### config.mk
export PLATFORM = sky130hd
export DESIGN_NAME = ascon_serial_io
export DESIGN_NICKNAME = d
export VERILOG_FILES = /design/src/rtl/ascon_serial_io.sv
export SDC_FILE = /design/constraint.sdc
export NUM_CORES = 2
export LEC_CHECK = 0
export CAP_MARGIN = 20
export CORE_AREA = 2 2 445 447
export CTS_CLUSTER_DIAMETER = 50
export DETAILED_ROUTE_END_ITERATION = 7
export DIE_AREA = 0 0 447 449
export PLACE_DENSITY = 0.51
export SKIP_CTS_REPAIR_TIMING = 1
export SLEW_MARGIN = 0
export SYNTH_ARGS = -nofsm -noshare
export SYNTH_HDL_FRONTEND = slang
export SYNTH_SLANG_ARGS = --single-unit
### constraint.sdc
create_clock -name clk -period 1.95 [get_ports clk]
set_input_delay 0.195 -clock clk [delete_from_list [all_inputs] [get_ports clk]]
set_output_delay 0.195 -clock clk [all_outputs]
set_load 0.1 [all_outputs]
### src/rtl/ascon_serial_io.sv
// ascon_serial_io: converts bit-serial masked inputs into parallel share buffers for an
// ASCON core, and streams the core's ciphertext and tag back out bit-serially.
//
// Parameters:
//   K      key length in bits (64..160)
//   L      associated-data length in bits (>=2)
//   Y      plaintext/ciphertext length in bits (>=2)
//   SHARES Boolean shares per input field (1..4)
//
// Ports:
//   clk, rst (async active-low)
//   key_si/nonce_si/ad_si/pt_si  serial share bits, accepted on in_valid && in_ready
//   start_i, key_reload_i        start request, forced key reload
//   key_o/nonce_o/ad_o/pt_o      parallel shares, share s at [s*W +: W]
//   core_start, core_done_i      core handshake
//   ct_i, tag_i                  core results
//   ct_so/tag_so, ct_valid/tag_valid, out_ready  serial result stream, LSB first
//   busy                         high whenever not loading
//
// Build option: define ASCON_IO_KEY_RETAIN_EN to keep the key across operations.
module ascon_serial_io #(
    parameter int unsigned K      = 128,
    parameter int unsigned L      = 32,
    parameter int unsigned Y      = 32,
    parameter int unsigned SHARES = 3
) (
    input  logic                  clk,
    input  logic                  rst,
    input  logic [SHARES-1:0]     key_si,
    input  logic [SHARES-1:0]     nonce_si,
    input  logic [SHARES-1:0]     ad_si,
    input  logic [SHARES-1:0]     pt_si,
    input  logic                  in_valid,
    output logic                  in_ready,
    input  logic                  start_i,
    input  logic                  key_reload_i,
    output logic [SHARES*K-1:0]   key_o,
    output logic [SHARES*128-1:0] nonce_o,
    output logic [SHARES*L-1:0]   ad_o,
    output logic [SHARES*Y-1:0]   pt_o,
    output logic                  core_start,
    input  logic                  core_done_i,
    input  logic [Y-1:0]          ct_i,
    input  logic [127:0]          tag_i,
    output logic                  ct_so,
    output logic                  tag_so,
    output logic                  ct_valid,
    output logic                  tag_valid,
    input  logic                  out_ready,
    output logic                  busy
);

    localparam int unsigned NW  = 128;
    localparam int unsigned M01 = (K > NW) ? K : NW;
    localparam int unsigned M02 = (M01 > L) ? M01 : L;
    localparam int unsigned M   = (M02 > Y) ? M02 : Y;
    localparam int unsigned N   = (Y > NW) ? Y : NW;
    localparam int unsigned LCW = $clog2(M + 1);
    localparam int unsigned UCW = $clog2(N);

    typedef enum logic [1:0] {
        ST_LOAD   = 2'd0,
        ST_ARMED  = 2'd1,
        ST_BUSY   = 2'd2,
        ST_UNLOAD = 2'd3
    } state_t;

    state_t state_q, state_d;

    logic [LCW-1:0]         load_cnt_q;
    logic [UCW-1:0]         unload_cnt_q;
    logic [SHARES*K-1:0]    key_q;
    logic [SHARES*NW-1:0]   nonce_q;
    logic [SHARES*L-1:0]    ad_q;
    logic [SHARES*Y-1:0]    pt_q;
    logic [Y-1:0]           ct_sh_q;
    logic [NW-1:0]          tag_sh_q;

    logic in_ready_q, busy_q, core_start_q, ct_valid_q, tag_valid_q;
    logic core_start_d, ct_valid_d, tag_valid_d;
    logic accept, capture, advance, finish, key_shift, key_hold;

`ifdef ASCON_IO_KEY_RETAIN_EN
    logic key_valid_q;
    logic reload_on_entry_q;

    // Key lanes freeze only when a retained key exists and no reload was asked for at LOAD entry.
    assign key_hold = key_valid_q && !reload_on_entry_q;
`else
    logic unused_key_reload;

    assign unused_key_reload = key_reload_i;
    assign key_hold          = 1'b0;
`endif

    // State register and registered control outputs
    always_ff @(posedge clk or negedge rst) begin
        if (!rst) begin
            state_q      <= ST_LOAD;
            in_ready_q   <= 1'b1;
            busy_q       <= 1'b0;
            core_start_q <= 1'b0;
            ct_valid_q   <= 1'b0;
            tag_valid_q  <= 1'b0;
        end else begin
            state_q      <= state_d;
            in_ready_q   <= (state_d == ST_LOAD);
            busy_q       <= (state_d != ST_LOAD);
            core_start_q <= core_start_d;
            ct_valid_q   <= ct_valid_d;
            tag_valid_q  <= tag_valid_d;
        end
    end

    // Next-state and datapath strobes
    always_comb begin
        state_d      = state_q;
        accept       = 1'b0;
        capture      = 1'b0;
        advance      = 1'b0;
        finish       = 1'b0;
        core_start_d = 1'b0;
        ct_valid_d   = ct_valid_q;
        tag_valid_d  = tag_valid_q;
        key_shift    = 1'b0;

        case (state_q)
            ST_LOAD: begin
                if (in_valid) begin
                    accept = 1'b1;
                    if (load_cnt_q == LCW'(M - 1)) state_d = ST_ARMED;
                end
            end
            ST_ARMED: begin
                if (start_i) begin
                    core_start_d = 1'b1;
                    state_d      = ST_BUSY;
                end
            end
            ST_BUSY: begin
                if (core_done_i) begin
                    capture = 1'b1;
                    state_d = ST_UNLOAD;
                end
            end
            ST_UNLOAD: begin
                if (out_ready) begin
                    advance = 1'b1;
                    if (unload_cnt_q == UCW'(N - 1)) begin
                        finish  = 1'b1;
                        state_d = ST_LOAD;
                    end
                end
            end
            default: state_d = ST_LOAD;
        endcase

        // Valid flags track the index the stream will present after this edge.
        if (capture) begin
            ct_valid_d  = 1'b1;
            tag_valid_d = 1'b1;
        end
        if (advance) begin
            ct_valid_d  = (32'(unload_cnt_q) + 32'd1) < 32'(Y);
            tag_valid_d = (32'(unload_cnt_q) + 32'd1) < 32'(NW);
        end
        if (finish) begin
            ct_valid_d  = 1'b0;
            tag_valid_d = 1'b0;
        end

        key_shift = accept && (load_cnt_q < LCW'(K)) && !key_hold;
    end

    // Serial-to-parallel share loading; a field stops shifting once full
    always_ff @(posedge clk or negedge rst) begin
        if (!rst) begin
            load_cnt_q <= '0;
            key_q      <= '0;
            nonce_q    <= '0;
            ad_q       <= '0;
            pt_q       <= '0;
`ifdef ASCON_IO_KEY_RETAIN_EN
            key_valid_q       <= 1'b0;
            reload_on_entry_q <= 1'b0;
`endif
        end else if (finish) begin
            load_cnt_q <= '0;
            nonce_q    <= '0;
            ad_q       <= '0;
            pt_q       <= '0;
`ifdef ASCON_IO_KEY_RETAIN_EN
            key_valid_q       <= 1'b1;
            reload_on_entry_q <= key_reload_i;
`else
            key_q      <= '0;
`endif
        end else if (accept) begin
            load_cnt_q <= load_cnt_q + LCW'(1);
            for (int s = 0; s < int'(SHARES); s++) begin
                if (key_shift)
                    key_q[s*K +: K] <= {key_q[s*K +: K-1], key_si[s]};
                if (load_cnt_q < LCW'(NW))
                    nonce_q[s*NW +: NW] <= {nonce_q[s*NW +: NW-1], nonce_si[s]};
                if (load_cnt_q < LCW'(L))
                    ad_q[s*L +: L] <= {ad_q[s*L +: L-1], ad_si[s]};
                if (load_cnt_q < LCW'(Y))
                    pt_q[s*Y +: Y] <= {pt_q[s*Y +: Y-1], pt_si[s]};
            end
        end
    end

    // Result capture and LSB-first unload; bit 0 of each shifter is the live output bit
    always_ff @(posedge clk or negedge rst) begin
        if (!rst) begin
            ct_sh_q      <= '0;
            tag_sh_q     <= '0;
            unload_cnt_q <= '0;
        end else if (capture) begin
            ct_sh_q      <= ct_i;
            tag_sh_q     <= tag_i;
            unload_cnt_q <= '0;
        end else if (finish) begin
            ct_sh_q      <= '0;
            tag_sh_q     <= '0;
            unload_cnt_q <= '0;
        end else if (advance) begin
            ct_sh_q      <= ct_sh_q >> 1;
            tag_sh_q     <= tag_sh_q >> 1;
            unload_cnt_q <= unload_cnt_q + UCW'(1);
        end
    end

    assign in_ready   = in_ready_q;
    assign busy       = busy_q;
    assign core_start = core_start_q;
    assign ct_valid   = ct_valid_q;
    assign tag_valid  = tag_valid_q;
    assign ct_so      = ct_sh_q[0];
    assign tag_so     = tag_sh_q[0];
    assign key_o      = key_q;
    assign nonce_o    = nonce_q;
    assign ad_o       = ad_q;
    assign pt_o       = pt_q;

endmodule
==> impl_results.md <==
- Status: finished with violations
- Starting density of the core: 23.4%
- Detailed Routing Iterations Pass 1: 7
- Post-layout minimum cycle time: 2.07 ns
- CTS tree: built
- Placer Congestion: 0.871
- Finished Cell Area: 0.0672 mm^2
- Clk_skew: 0.0471 ns
- Worst setup path category: flip-flop to flip-flop
- Remaining routing DRC violations: 0
- Root buf cell: clkbuf_16
- Final core occ: 34.3%
- YS warnings: 0
- Ratio of cells with drive above 1 in the final layout: 23.8%
- CP startpoint: state_q[0]
- Routed len/inst: 20.7 um
- Unique cell type count in the Yosys netlist: 38
- GRT Overall Usage: 17.7%
- DIE WIDTH: 447 um
- Syn Inst Count: 5166
- Syn_area_per_cell: 8.87 um^2
- Clk slew on worst S/H paths: 0.06 ns
- Post-Syn Nets: 5347
- Reg2reg path depth: 6
- Arrival time worst endpoint: 2.75 ns
- Critical Path End: nonce_o[78]
- Setup-failing EPs final: 723
- Worst path required time: 2.63 ns
- First-pass GRT wire length: 272000 um
- Final Hold Vio Count: 1
- TritonCTS Buffers: 154
- Synth Cell Area: 0.0458 mm^2
- Element type at the critical path end: flip-flop
- Min-Delay Path Class: primary input to flip-flop
- Port Buf Inserts: 1144
- Drt via density: 4.59
- Number of global-route vias before repair: 40127
- PwrDens: 1260 mW/mm^2
- Area post-placement: 0.0596 mm^2
- Hold Slack: -0.00519 ns
- Floorplan core area: 0.196 mm^2
- IR Drop Worst-Case VDD: 847 uV
- Fin cells: 9220
- Fin worst setup slack: -0.118 ns
- Max-slew violations: 0
- P_leak: 31.0 nW
- Area contributors post-synth: dfrtp_1 (62%), nand2_1 (16%), o21ai_0 (7.2%), a21oi_1 (5.6%), clkbuf_1 (2.4%)
- Sequential share of the synthesized area: 62.3%
- Post-Place Setup Slack: -0.389 ns
- H-tree depth: 4
- Final #Nets: 6629
- I/O pin count: 1146
- Inst Count DP: 8793
- Tightest Pin Transition: 0.688 ns
- Post-synth top area share: 62.3%
- Fmax: 0.484 GHz
- Clock Path Buffers: 3
- Total wire length: 191000 um
- Reg-to-reg slack, setup: -0.12 ns
- Initial antenna violation count: 17
- Core Rows: 163
- Starting DRT DRC Count: 3502
- Clock sink total: 1142
- Synth Register Bits: 1142
- Fillers: 20109
- Critical path launch point type: flip-flop
- Skew-Pair Late Insertion Delay: 0.82 ns
- Detailed Place HPWL: 133000 um
- Synth area leader: dfrtp_1
- Area Overhead vs Synth: 46.7%
- Failing checks: negative hold slack, negative setup slack
- Largest net degree at the start of global routing: 134
- Final Cycle Share: 106%
- Reg2reg end: nonce_o[78]
- RSZ-0062 raised after global routing: true
- Worst Path Max Fanout: 42
- RR Startpoint: state_q[0]
- Tot Pwr: 84.9 mW
- Headroom to the max-slew limit: 54.2%
- Detail Route Antenna Nets: 0
- Gr ovfl total: 0
- Die height: 449 um
- Max Cap Viol: 0
- Die ar.: 0.201 mm^2
- DR vias: 42324
critical path: stages, from the launching register on:
cell and delay [ns]:
dfrtp_1 0.39, or4b_4 0.62, buf_4 0.19, buf_12 0.19, clkbuf_16 0.30, nand2_1 0.07
o21ai_0 0.07
how the worst min path moves through the flow:
| stage | startpoint | to | slack, ns | cells after the start |
|---|---|---|---|---|
| final | tag_i[56] | tag_sh_q[56] | -0.005 | 3 |
| after global routing | tag_i[122] | tag_sh_q[122] | -0.0003 | 3 |
| after CTS | rst | pt_o[0] | -0.73 | 1 |
| after detailed placement | rst | pt_o[0] | 0.17 | 1 |
| after global placement | rst | pt_o[0] | 0.19 | 1 |
| after floorplan | rst | ad_o[0] | -0.10 | 0 |
state kept, by name, summed over array words and instances (netlist names):
register and count:
in_ready 1, unload_cnt_q 7, load_cnt_q 8, pt_o 96, state_q 2, ad_o 96
busy 1, core_start 1, key_o 384, ct_sh_q 32, nonce_o 384, tag_valid 1
ct_valid 1, tag_sh_q 128
Yosys cell counts, drive strengths merged:
cell    count
a22o        2
ha          2
nand3b      1
mux2i       1
dfstp       1
o21a        1
a31oi       2
and3        3
xnor2       1
or3         1
a21oi     514
or4b        1
nand2b      2
clkbuf    295
nor2      176
o31ai       3
nor3        2
buf       119
nor4b       2
nor4bb      1
and3b       2
mux2        1
and2        1
nand4       4
nor2b       1
nand2    1933
and4        1
xor2        8
nand3     169
o22ai       1
o21ai     771
nor3b       1
inv         2
dfrtp    1141
logic make-up after synthesis:
family,Yosys count,synth area share [%]
xor+xnor,9,0.172
fa+ha+maj,2,0.0546
compound gates,1294,14.2
simple gates,2301,19.5
flops,1142,62.3
buf+inv,416,3.73
mux,2,0.0464
power by group:
part / internal [mW] / switching, mW
registers: 26.0 / 2.28
logic: 5.74 / 21.3
clock network: 17.9 / 11.7
total: 49.7 / 35.2
per-layer routing:
layer / GRT usage (%) / routed length (um) / up-vias
li1: - / - / 19507
met1: 22.6 / 80100 / 21017
met2: 27.8 / 89400 / 1410
met3: 4.37 / 11800 / 376
met4: 9.05 / 9540 / 14
met5: 0 / 93 / -
per-stage QoR:
step	hold slack, ns	TNS (ns)
5_1_grt	-0.000257	-107.66
2_1_floorplan	-0.101	-4.35
3_3_place_gp	0.192	-232.86
4_1_cts	-0.728	-35.89
3_5_place_dp	0.172	-235.87
6_report	-0.00519	-27.67
placed cells by master (no fill, tap or decap), types with 88 or more instances in the layout:
| cell | count |
|---|---|
| nand3_1 | 167 |
| a21oi_1 | 492 |
| nand2_1 | 1931 |
| clkbuf_16 | 182 |
| nor2_1 | 175 |
| o21ai_1 | 110 |
| buf_4 | 1119 |
| buf_12 | 90 |
| dfrtp_1 | 1140 |
| o21ai_0 | 661 |
| dlygate4sd3_1 | 88 |
| clkdlybuf4s50_1 | 176 |
final cells by class:
| type | count | area, um^2 | area share [%] |
|---|---|---|---|
| Tap cell | 2640 | 3300 | 4.91 |
| Antenna cell | 11 | 27.5 | 0.0409 |
| Clock inverter | 73 | 1070 | 1.60 |
| Timing Repair Buffer | 1540 | 14200 | 21.2 |
| Sequential cell | 1142 | 28600 | 42.5 |
| Clock buffer | 204 | 4290 | 6.39 |
| Inverter | 2 | 7.51 | 0.0112 |
| Multi-Input combinational cell | 3608 | 15700 | 23.4 |
Note: power is estimated with default switching activity, not from simulation.
